==> config.mk <==
export PLATFORM = sky130hd
export DESIGN_NAME = fpsr_timer_ctrl
export DESIGN_NICKNAME = d
export VERILOG_FILES = /design/src/rtl/fpsr_timer_ctrl.sv
export SDC_FILE = /design/constraint.sdc
export NUM_CORES = 1
export LEC_CHECK = 0
export BUFFER_PORTS_ARGS = -buffer_cell sky130_fd_sc_hd__buf_2
export CELL_PAD_IN_SITES_DETAIL_PLACEMENT = 1
export CELL_PAD_IN_SITES_GLOBAL_PLACEMENT = 1
export CORE_MARGIN = 3
export CORE_UTILIZATION = 46
export DETAILED_ROUTE_END_ITERATION = 8
export PLACE_DENSITY_LB_ADDON = 0.1
export SYNTH_ARGS = -nofsm -noshare
export SYNTH_HDL_FRONTEND = slang
export SYNTH_SLANG_ARGS = --single-unit
==> constraint.sdc <==
create_clock -name board_clk -period 2.5 [get_ports board_clk]
set_clock_uncertainty 0.05 [all_clocks]
set_input_delay 0.125 -clock board_clk [delete_from_list [all_inputs] [get_ports board_clk]]
set_output_delay 0.125 -clock board_clk [all_outputs]
set_load 0.03 [all_outputs]
==> src/rtl/fpsr_timer_ctrl.sv <==
// Game timing scheduler: single-clock tick enable, elapsed-time counter
// and quiz countdown, all clock-enabled from board_clk.
module fpsr_timer_ctrl #(
    parameter int unsigned TICK_DIV  = 100000000,
    parameter int unsigned QUIZ_SECS = 10
) (
    input  logic       board_clk,
    input  logic       Reset,
    input  logic       q_INI,
    input  logic       q_GAME,
    input  logic       q_QUIZ,
    input  logic       q_WIN,
    input  logic       q_LOSE,
    output logic       tick,
    output logic [7:0] elapsed,
    output logic [3:0] quiz_left,
    output logic       quiz_timeout,
    output logic       frozen,
    output logic [1:0] tstate
);

    localparam int unsigned PW = (TICK_DIV > 1) ? $clog2(TICK_DIV) : 1;
    localparam logic [PW-1:0] PS_LAST   = PW'(TICK_DIV - 1);
    localparam logic [3:0]    QUIZ_LOAD = 4'(QUIZ_SECS);

    typedef enum logic [1:0] {
        S_IDLE = 2'b00,
        S_RUN  = 2'b01,
        S_QUIZ = 2'b10,
        S_DONE = 2'b11
    } tstate_e;

    tstate_e       state_q, state_d;
    logic [PW-1:0] presc_q, presc_d;
    logic          tick_q, tick_d;
    logic [7:0]    elapsed_q, elapsed_d;
    logic [3:0]    qleft_q, qleft_d;
    logic          tmo_q, tmo_d;
    logic          frozen_q, frozen_d;

    logic end_game;
    logic wrap;

    assign end_game = q_WIN | q_LOSE;
    assign wrap     = ((state_q == S_RUN) || (state_q == S_QUIZ)) && (presc_q == PS_LAST);

    always_ff @(posedge board_clk or posedge Reset) begin
        if (Reset) begin
            state_q   <= S_IDLE;
            presc_q   <= '0;
            tick_q    <= 1'b0;
            elapsed_q <= '0;
            qleft_q   <= '0;
            tmo_q     <= 1'b0;
            frozen_q  <= 1'b0;
        end else begin
            state_q   <= state_d;
            presc_q   <= presc_d;
            tick_q    <= tick_d;
            elapsed_q <= elapsed_d;
            qleft_q   <= qleft_d;
            tmo_q     <= tmo_d;
            frozen_q  <= frozen_d;
        end
    end

    always_comb begin
        state_d = state_q;
        if (q_INI) begin
            state_d = S_IDLE;
        end else begin
            case (state_q)
                S_IDLE: if (q_GAME) state_d = S_RUN;
                S_RUN:  if (end_game) state_d = S_DONE;
                        else if (q_QUIZ) state_d = S_QUIZ;
                S_QUIZ: if (end_game) state_d = S_DONE;
                        else if (!q_QUIZ) state_d = S_RUN;
                default: state_d = S_DONE;
            endcase
        end
    end

    // State transitions take priority over a coincident wrap, which is dropped.
    always_comb begin
        presc_d   = presc_q;
        tick_d    = 1'b0;
        tmo_d     = 1'b0;
        elapsed_d = elapsed_q;
        qleft_d   = qleft_q;
        frozen_d  = (state_d == S_DONE);
        if (q_INI) begin
            presc_d   = '0;
            elapsed_d = '0;
            qleft_d   = '0;
        end else begin
            case (state_q)
                S_IDLE: presc_d = '0;
                S_RUN: begin
                    if (end_game) begin
                        presc_d = presc_q;
                    end else if (q_QUIZ) begin
                        presc_d = '0;
                        qleft_d = QUIZ_LOAD;
                    end else if (wrap) begin
                        presc_d = '0;
                        tick_d  = 1'b1;
                        if (elapsed_q != 8'hFF) elapsed_d = elapsed_q + 8'd1;
                    end else begin
                        presc_d = presc_q + PW'(1);
                    end
                end
                S_QUIZ: begin
                    if (end_game) begin
                        presc_d = presc_q;
                    end else if (!q_QUIZ) begin
                        presc_d = '0;
                        qleft_d = '0;
                    end else if (wrap) begin
                        presc_d = '0;
                        tick_d  = 1'b1;
                        if (qleft_q != 4'd0) begin
                            qleft_d = qleft_q - 4'd1;
                            tmo_d   = (qleft_q == 4'd1);
                        end
                    end else begin
                        presc_d = presc_q + PW'(1);
                    end
                end
                default: presc_d = presc_q;
            endcase
        end
    end

    assign tick         = tick_q;
    assign elapsed      = elapsed_q;
    assign quiz_left    = qleft_q;
    assign quiz_timeout = tmo_q;
    assign frozen       = frozen_q;
    assign tstate       = state_q;

endmodule

# == Yosys cells after proc, flatten, opt, wreduce, memory -nomap -nowiden ==
# Index checks and enable logic that the tools add are counted.
# totals
ff_bits,44
inputBits,7
out_inout_bits,17
elab_cells,77
# classes
n_addsub,3
eq_ne,13
mux,41
bitwise,1
n_reduce_logical,12
# ops
op,n
$mux 27,6
$pmux 27 s3,1
$mux 8,6
$mux 4,7
$add 27x1->27 const B,1
$eq 27x27->1 const B,1
$mux 1,12
$mux 2,6
$ne 3x3->1 const B,3
$add 8x1->8 const B,1
$ne 8x8->1 const B,1
$pmux 4 s2,1
$reduce_bool 4->1,2
$pmux 2 s3,1
$reduce_and 6->1,1
$reduce_bool 2->1,3
$reduce_and 5->1,1
$eq 2x2->1 const B,2
$eq 4x1->1 const B,1
$ne 2x2->1 const B,2
$ne 4x3->1 const B,1
$ne 4x4->1 const B,1
$sub 4x1->4 const B,1
$reduce_and 3->1,1
7 further kinds,7

# == Longest topological paths before layout ==
# Gate-level depths: netlist (run 1).
# logic_depth
depth_word,8
mapped_depth,10
depth_no_buf,7

# == Worst setup path after synthesis (run 1) ==
# No wires, ideal clock.
# synth_path
path_type,register -> register
from,reg state_q[0] (netlist: tstate[0])
to,reg presc_q[11]
arrival_time_ns,2.204
path_slack_ns,0.125
path_stages_with_launch,11
cell_sequence,dfrtp_1 -> inv_1 -> ha_1 -> buf_2 -> or3b_1 -> o311a_1 -> buf_2 -> buf_6 -> nor3_1 -> xnor2_1 -> nor2_1
# synth_between
elab_chain_cells,8
# synth_rtl
item,line_no,text
start: declaration,33,"tstate_e state_q, state_d;"
start signal: assignment,57,state_q <= state_d;
$eq 2x1->1 or $eq 2x2->1 (tied branches),"45, 96",
$logic_or 1x1->1,45,assign wrap = ((state_q == S_RUN) || (state_q == S_QUIZ)) && (presc_q == PS_LAST);
$logic_and 1x1->1,45,
$mux 27,"104, 118",
"$mux 27, on equally long branches","115, 101",
"$mux 27, on equally long branches","113, 99",
$pmux 27 s3,96,case (state_q)
$mux 27,91,if (q_INI) begin
end signal: assignment,58,presc_q <= presc_d;
end: declaration,34,"logic [PW-1:0] presc_q, presc_d;"
# Parallel ways exist; a longest one is shown, timed or not. The select of a mux whose other input is x is not followed.
# A chain may end at the register's enable or synchronous reset.

# == Final worst setup path (run 1) ==
# layout_path
from,reg state_q[0] (netlist: tstate[0])
to,reg presc_q[14]
# Same word-level chain as after synthesis.

==> results.json, run 1 <==
{
  "synthArstFlopShare": 1.000,
  "cp-end-kind": "flip-flop",
  "dp_hpwl_um": 5103,
  "p_seq_frac": 0.384,
  "drt-pass1-iter-count": 4,
  "vias": 2363,
  "die_h_um": 82.26,
  "wl_per_cell_um": 18.05,
  "synth_area_um2": 2675,
  "hold_path.class": "in -> reg",
  "port_buffers": 23,
  "routabilityCongestion": 0.9545,
  "layout.nets": 333,
  "status": "completed",
  "synth_fp_nets": 303,
  "path_cells": "inv_1 > ha_1 > or3b_1 > o311a_1 > nor4_1 > xnor2_1 > nor2_1",
  "min_from": "q_INI",
  "synthCells": 287,
  "htree_levels": 2,
  "vdd_drop_max_mv": 0.2875,
  "ys_ff_latch": 44,
  "critPathRequiredTime_ns": 2.66,
  "path_class": "reg -> reg",
  "postCtsSetupBuffers": 0,
  "worst_path_max_delay_cell": "or3b_1",
  "grt_pass1_vias": 2407,
  "synthDistinctLibCells": 49,
  "cts_tree": "done",
  "grt_max_degree": 45,
  "gr-total-overflow": 0,
  "ioPinCount": 24,
  "drcViolationCount": 0,
  "clkLatencyLatePin_ns": 0.31,
  "rr_worst_depth": 7,
  "cts.clk_slew.worst_paths_ns": 0.10,
  "hold_viol_final": 0,
  "synth_edf_count": 0,
  "powerDensity_nw_per_um2": 682.5,
  "p_sw_frac": 0.3776,
  "finalSetupTns_ns": 0,
  "setup_slack_ns": 0.1622,
  "clockBufferDepth": 2,
  "synth_flop_cell": "dfrtp_1",
  "vias_per_cell": 6.059,
  "p_int_uw": 1284,
  "share_comb_of_total_power": 0.336,
  "reg2reg_from": "tstate[0]$_DFF_PP0_",
  "antenna_found_initial": 0,
  "syn2layout_area_growth_pct": 12.96,
  "clkPwrFrac": 0.280,
  "critPathBufInv": 1,
  "final_common_cell": "dfrtp_1",
  "period_minus_slack_ns": 2.338,
  "max_cap_violations": 0,
  "avgSynthCellArea_um2": 9.321,
  "grt_first_pass_wirelength_um": 11850,
  "regToRegEndpoint": "presc_q[14]$_DFFE_PP0P_",
  "cp_max_fo": 17,
  "min_to": "elapsed[1]$_DFFE_PP0P_",
  "n_fill_cell": 679,
  "cts_inserted_buffers": 5,
  "critPathArrivalTime_ns": 2.50,
  "setup_viol": 0,
  "max_freq_ghz": 0.4277,
  "hold_depth": 2,
  "slew_headroom": 0.3842,
  "cp-start-kind": "flip-flop",
  "setup.reg_to_reg.worst_slack_ns": 0.16,
  "antenna_cells": 0,
  "final_cells": 390,
  "drt_iter0_drc": 120,
  "layout_common_cells": "dfrtp_1 (43), nor2_1 (41), buf_2 (23)",
  "finalMaxSlewViolations": 0,
  "die_w_um": 82.26,
  "start_util": 0.4799,
  "post-place-ws_ns": 0.08454,
  "total_power_uw": 2062,
  "whs_ns": 0.1520,
  "path_delay_family": "simple AND/OR/NAND/NOR gates",
  "p_switching_uw": 778.7,
  "row_count": 27,
  "cts.sinks": 44,
  "core_um2": 5574,
  "post-place-cells": 381,
  "gr-usage-all-layers": 0.2257,
  "cts-root-buf": "clkbuf_8",
  "ys.warnings.count": 0,
  "critPathMaxStageDelay_ns": 0.43,
  "yosysSeqAreaShare": 0.4116,
  "drt-total-wl_um": 7040,
  "drtAntennaViolNets": 0,
  "rsz0062_at_grt": "no",
  "die_area_um2": 6767,
  "p_leak_uw": 0.001323,
  "period_share": 0.9351,
  "layout-drive-gt1-share": 0.1824,
  "tightest_slew_ns": 0.9224
}
==> flip-flops by register name, summed over array words and instances, names as in the netlist <==
| name | flops |
|---|---|
| presc_q | 27 |
| elapsed | 8 |
| quiz_left | 4 |
| tstate | 2 |
| frozen | 1 |
| quiz_timeout | 1 |
| tick | 1 |
==> kinds of logic after synthesis <==
group	after synthesis	synth area share
simple gates	144	0.3167
xor+xnor	20	0.06548
fa+ha+maj	10	0.04584
compound gates	41	0.09917
buf+inv	23	0.04069
mux	5	0.02058
flops	44	0.4116
==> what timing repair did <==
action | CTS | global route
endpoints found under the setup margin | 0 | 12
resized for setup | 0 | 5
hold buffers | 1 | 0
hold endpoints to repair | 21 | 0
==> cells in the mapped netlist (2+ instances only) <==
master	instances	area share
a21oi_1	10	0.019
ha_1	9	0.042
dfrtp_1	44	0.41
nand3_1	20	0.037
o21ai_0	12	0.022
nand2_1	12	0.017
nand3b_1	2	0.0056
nand4_4	3	0.024
xor2_1	10	0.033
nor3_1	15	0.028
nor4bb_1	2	0.0075
and4_1	4	0.013
or4_1	2	0.0056
xnor2_1	10	0.033
nand4_1	14	0.033
inv_1	14	0.020
a22o_1	5	0.016
nor4_1	6	0.014
a31oi_1	3	0.0070
buf_6	2	0.0084
or3_1	5	0.012
nor2_1	41	0.058
nor4b_2	2	0.011
and3_1	7	0.016
mux2_2	4	0.017
buf_2	6	0.011
==> power groups by stage <==
stage               sequential (uW)  combinational [uW]  clock (uW)
global route                    798                 763         625
detailed placement              804                 678           0
floorplan                       863                 420           0
global placement                799                 660           0
CTS                             790                 686         605
finish                          791                 693         578
==> cell type report <==
type	count	area, um2	area share
Clock buffer	5	68.82	0.02277
Clock inverter	3	46.29	0.01532
Inverter	14	52.55	0.01739
Multi-Input combinational cell	220	1476	0.4886
Sequential cell	44	1102	0.3648
Tap cell	72	90.09	0.02981
Timing Repair Buffer	32	185.2	0.06128
==> through the flow <==
stage                 util  instance area, um2
floorplan                -                2675
finish              0.5421                3022
detailed placement  0.5174                2884
global route        0.5421                3022
global placement    0.5174                2884
CTS                 0.5398                3009
==> worst max path at each step <==
stage,cells after the start,to,startpoint
6_report,7,presc_q[14]$_DFFE_PP0P_,tstate[0]$_DFF_PP0_
5_1_grt,6,elapsed[5]$_DFFE_PP0P_,presc_q[0]$_DFFE_PP0P_
4_1_cts,8,elapsed[3]$_DFFE_PP0P_,tstate[0]$_DFF_PP0_
3_5_place_dp,7,quiz_left[1]$_DFFE_PP0P_,tstate[0]$_DFF_PP0_
3_3_place_gp,7,quiz_left[3]$_DFFE_PP0P_,tstate[0]$_DFF_PP0_
2_1_floorplan,10,presc_q[11]$_DFFE_PP0P_,tstate[0]$_DFF_PP0_
==> layer usage <==
layer | GRT usage | part of all wire | vias to the layer above | wire, um
li1 | - | - | 1112 | -
met1 | 0.2817 | 0.46 | 1202 | 3218
met2 | 0.3958 | 0.50 | 39 | 3539
met3 | 0.04230 | 0.027 | 10 | 193
met4 | 0.06146 | 0.013 | 0 | 89
met5 | 0 | 0 | - | 0
Power figures use the tool's default switching activity.
==> inputs of run 2 (changes only) <==
--- a/config.mk
+++ b/config.mk
@@ -13,4 +13,5 @@
 export DETAILED_ROUTE_END_ITERATION = 8
 export PLACE_DENSITY_LB_ADDON = 0.1
+export RECOVER_POWER = 50
 export SYNTH_ARGS = -nofsm -noshare
 export SYNTH_HDL_FRONTEND = slang
==> constraint.sdc (replaced) <==
create_clock -name board_clk -period 2.5 [get_ports board_clk]
set_clock_uncertainty 0.05 [all_clocks]
set_input_delay 0.25 -clock board_clk [delete_from_list [all_inputs] [get_ports board_clk]]
set_output_delay 0.25 -clock board_clk [all_outputs]
set_load 0.03 [all_outputs]
==> results.json, run 2 (same netlist as run 1, synthesis figures left out) <==
{
  "whs_ns": 0.2763,
  "row_count": 27,
  "gr-usage-all-layers": 0.2167,
  "path_class": "reg -> reg",
  "start_util": 0.4799,
  "reg2reg_from": "tstate[0]$_DFF_PP0_",
  "rr_worst_depth": 7,
  "rsz0062_at_grt": "no",
  "cts-root-buf": "clkbuf_8",
  "critPathMaxStageDelay_ns": 0.43,
  "routabilityCongestion": 0.8921,
  "post-place-cells": 383,
  "final_cells": 394,
  "n_fill_cell": 663,
  "tightest_slew_ns": 0.7257,
  "cts_tree": "done",
  "critPathBufInv": 1,
  "die_h_um": 82.26,
  "htree_levels": 2,
  "p_leak_uw": 0.001289,
  "max_cap_violations": 0,
  "die_w_um": 82.26,
  "gr-total-overflow": 0,
  "drcViolationCount": 0,
  "min_from": "q_INI",
  "ioPinCount": 24,
  "port_buffers": 23,
  "period_minus_slack_ns": 2.336,
  "powerDensity_nw_per_um2": 680.3,
  "drtAntennaViolNets": 0,
  "antenna_found_initial": 0,
  "antenna_cells": 0,
  "cts.sinks": 44,
  "drt-pass1-iter-count": 4,
  "vias_per_cell": 5.815,
  "final_common_cell": "dfrtp_1",
  "drt_iter0_drc": 128,
  "clockBufferDepth": 2,
  "dp_hpwl_um": 5089,
  "period_share": 0.9345,
  "largest_reg_flops": 27,
  "critPathArrivalTime_ns": 2.46,
  "cts_inserted_buffers": 5,
  "setup.reg_to_reg.worst_slack_ns": 0.16,
  "syn2layout_area_growth_pct": 13.33,
  "regArea_um2": 1101,
  "path_cells": "inv_1 > ha_1 > nor4bb_1 > and4_4 > and3_1 > o2bb2ai_1 > or3_1",
  "min_to": "elapsed[0]$_DFFE_PP0P_",
  "status": "completed",
  "clkLatencyLatePin_ns": 0.29,
  "hold_path.class": "in -> reg",
  "worst_path_max_delay_cell": "dfrtp_1",
  "layout_common_cells": "dfrtp_1 (44), nor2_1 (41), nand3_1 (20)",
  "die_area_um2": 6767,
  "vias": 2291,
  "max_freq_ghz": 0.4281,
  "layout.nets": 337,
  "slew_headroom": 0.5162,
  "critPathRequiredTime_ns": 2.62,
  "path_delay_family": "simple AND/OR/NAND/NOR gates",
  "grt_max_degree": 30,
  "regMostFlops": "presc_q",
  "vdd_drop_max_mv": 0.4936,
  "hold_depth": 2,
  "cp-end-kind": "flip-flop",
  "cp-start-kind": "flip-flop",
  "setup_viol": 0,
  "wl_per_cell_um": 17.28,
  "cp_max_fo": 6,
  "grt_pass1_vias": 2346,
  "multi_input_area_um2": 1469,
  "core_um2": 5574,
  "finalSetupTns_ns": 0,
  "drt-total-wl_um": 6809,
  "hold_viol_final": 0,
  "cts.clk_slew.worst_paths_ns": 0.09,
  "layout-drive-gt1-share": 0.1335,
  "regToRegEndpoint": "quiz_left[3]$_DFFE_PP0P_",
  "finalMaxSlewViolations": 0,
  "grt_first_pass_wirelength_um": 11470
}
[run 2: cell types whose count changed in the layout (fill, tap and decap cells not counted), sizes merged]
cell      previous run  this run
clkbuf               5        24
inv                 15        14
buf                 31        18
clkinvlp             1         0
[run 2: worst max path at each step]
stage | endpoint | startpoint | cells past startpoint | slack [ns]
global route | quiz_left[3]$_DFFE_PP0P_ | tstate[0]$_DFF_PP0_ | 7 | 0.01
detailed placement | quiz_left[3]$_DFFE_PP0P_ | tstate[0]$_DFF_PP0_ | 7 | 0.08
floorplan | presc_q[11]$_DFFE_PP0P_ | tstate[0]$_DFF_PP0_ | 10 | 0.13
CTS | quiz_left[3]$_DFFE_PP0P_ | tstate[0]$_DFF_PP0_ | 7 | 0.05
global placement | quiz_left[3]$_DFFE_PP0P_ | tstate[0]$_DFF_PP0_ | 7 | 0.15
finish | quiz_left[3]$_DFFE_PP0P_ | tstate[0]$_DFF_PP0_ | 7 | 0.16
[run 2: report_power, final]
group	switching, uW	total, uW	leakage, uW	internal (uW)
clock	246	599	0.0000645	353
combinational	450	676	0.000616	226
sequential	40.2	788	0.000608	747
total	736	2060	0.00129	1330
[run 2: stage by stage]
| stage | util | instance area (um2) | total power (uW) | worst slack [ns] |
|---|---|---|---|---|
| floorplan | - | 2675 | 1283 | 0.1250 |
| global placement | 0.5201 | 2899 | 1462 | 0.1455 |
| detailed placement | 0.5201 | 2899 | 1478 | 0.07643 |
| CTS | 0.5446 | 3035 | 2082 | 0.05025 |
| global route | 0.5439 | 3032 | 2198 | 0.01372 |
| finish | 0.5439 | 3032 | 2062 | 0.1639 |
[run 2: metal layers]
layer | part of all wire | vias to the layer above | track usage
li1 | - | 1114 | -
met1 | 0.48 | 1140 | 0.2897
met2 | 0.48 | 29 | 0.3678
met3 | 0.028 | 8 | 0.03471
met4 | 0.010 | 0 | 0.04651
met5 | 0 | - | 0
[run 2: repair_timing]
action	in CTS	in global routing
setup endpoints to repair	0	10
hold buffers	1	0
buffers inserted	0	2
endpoints found under the hold margin	15	0
resized for setup	0	3
[run 2: cell type report]
type                            instances  area share
Clock buffer                            7     0.03178
Clock inverter                          1    0.009905
Inverter                               14     0.01733
Multi-Input combinational cell        220      0.4845
Sequential cell                        44      0.3632
Tap cell                               72     0.02972
Timing Repair Buffer                   36     0.06356
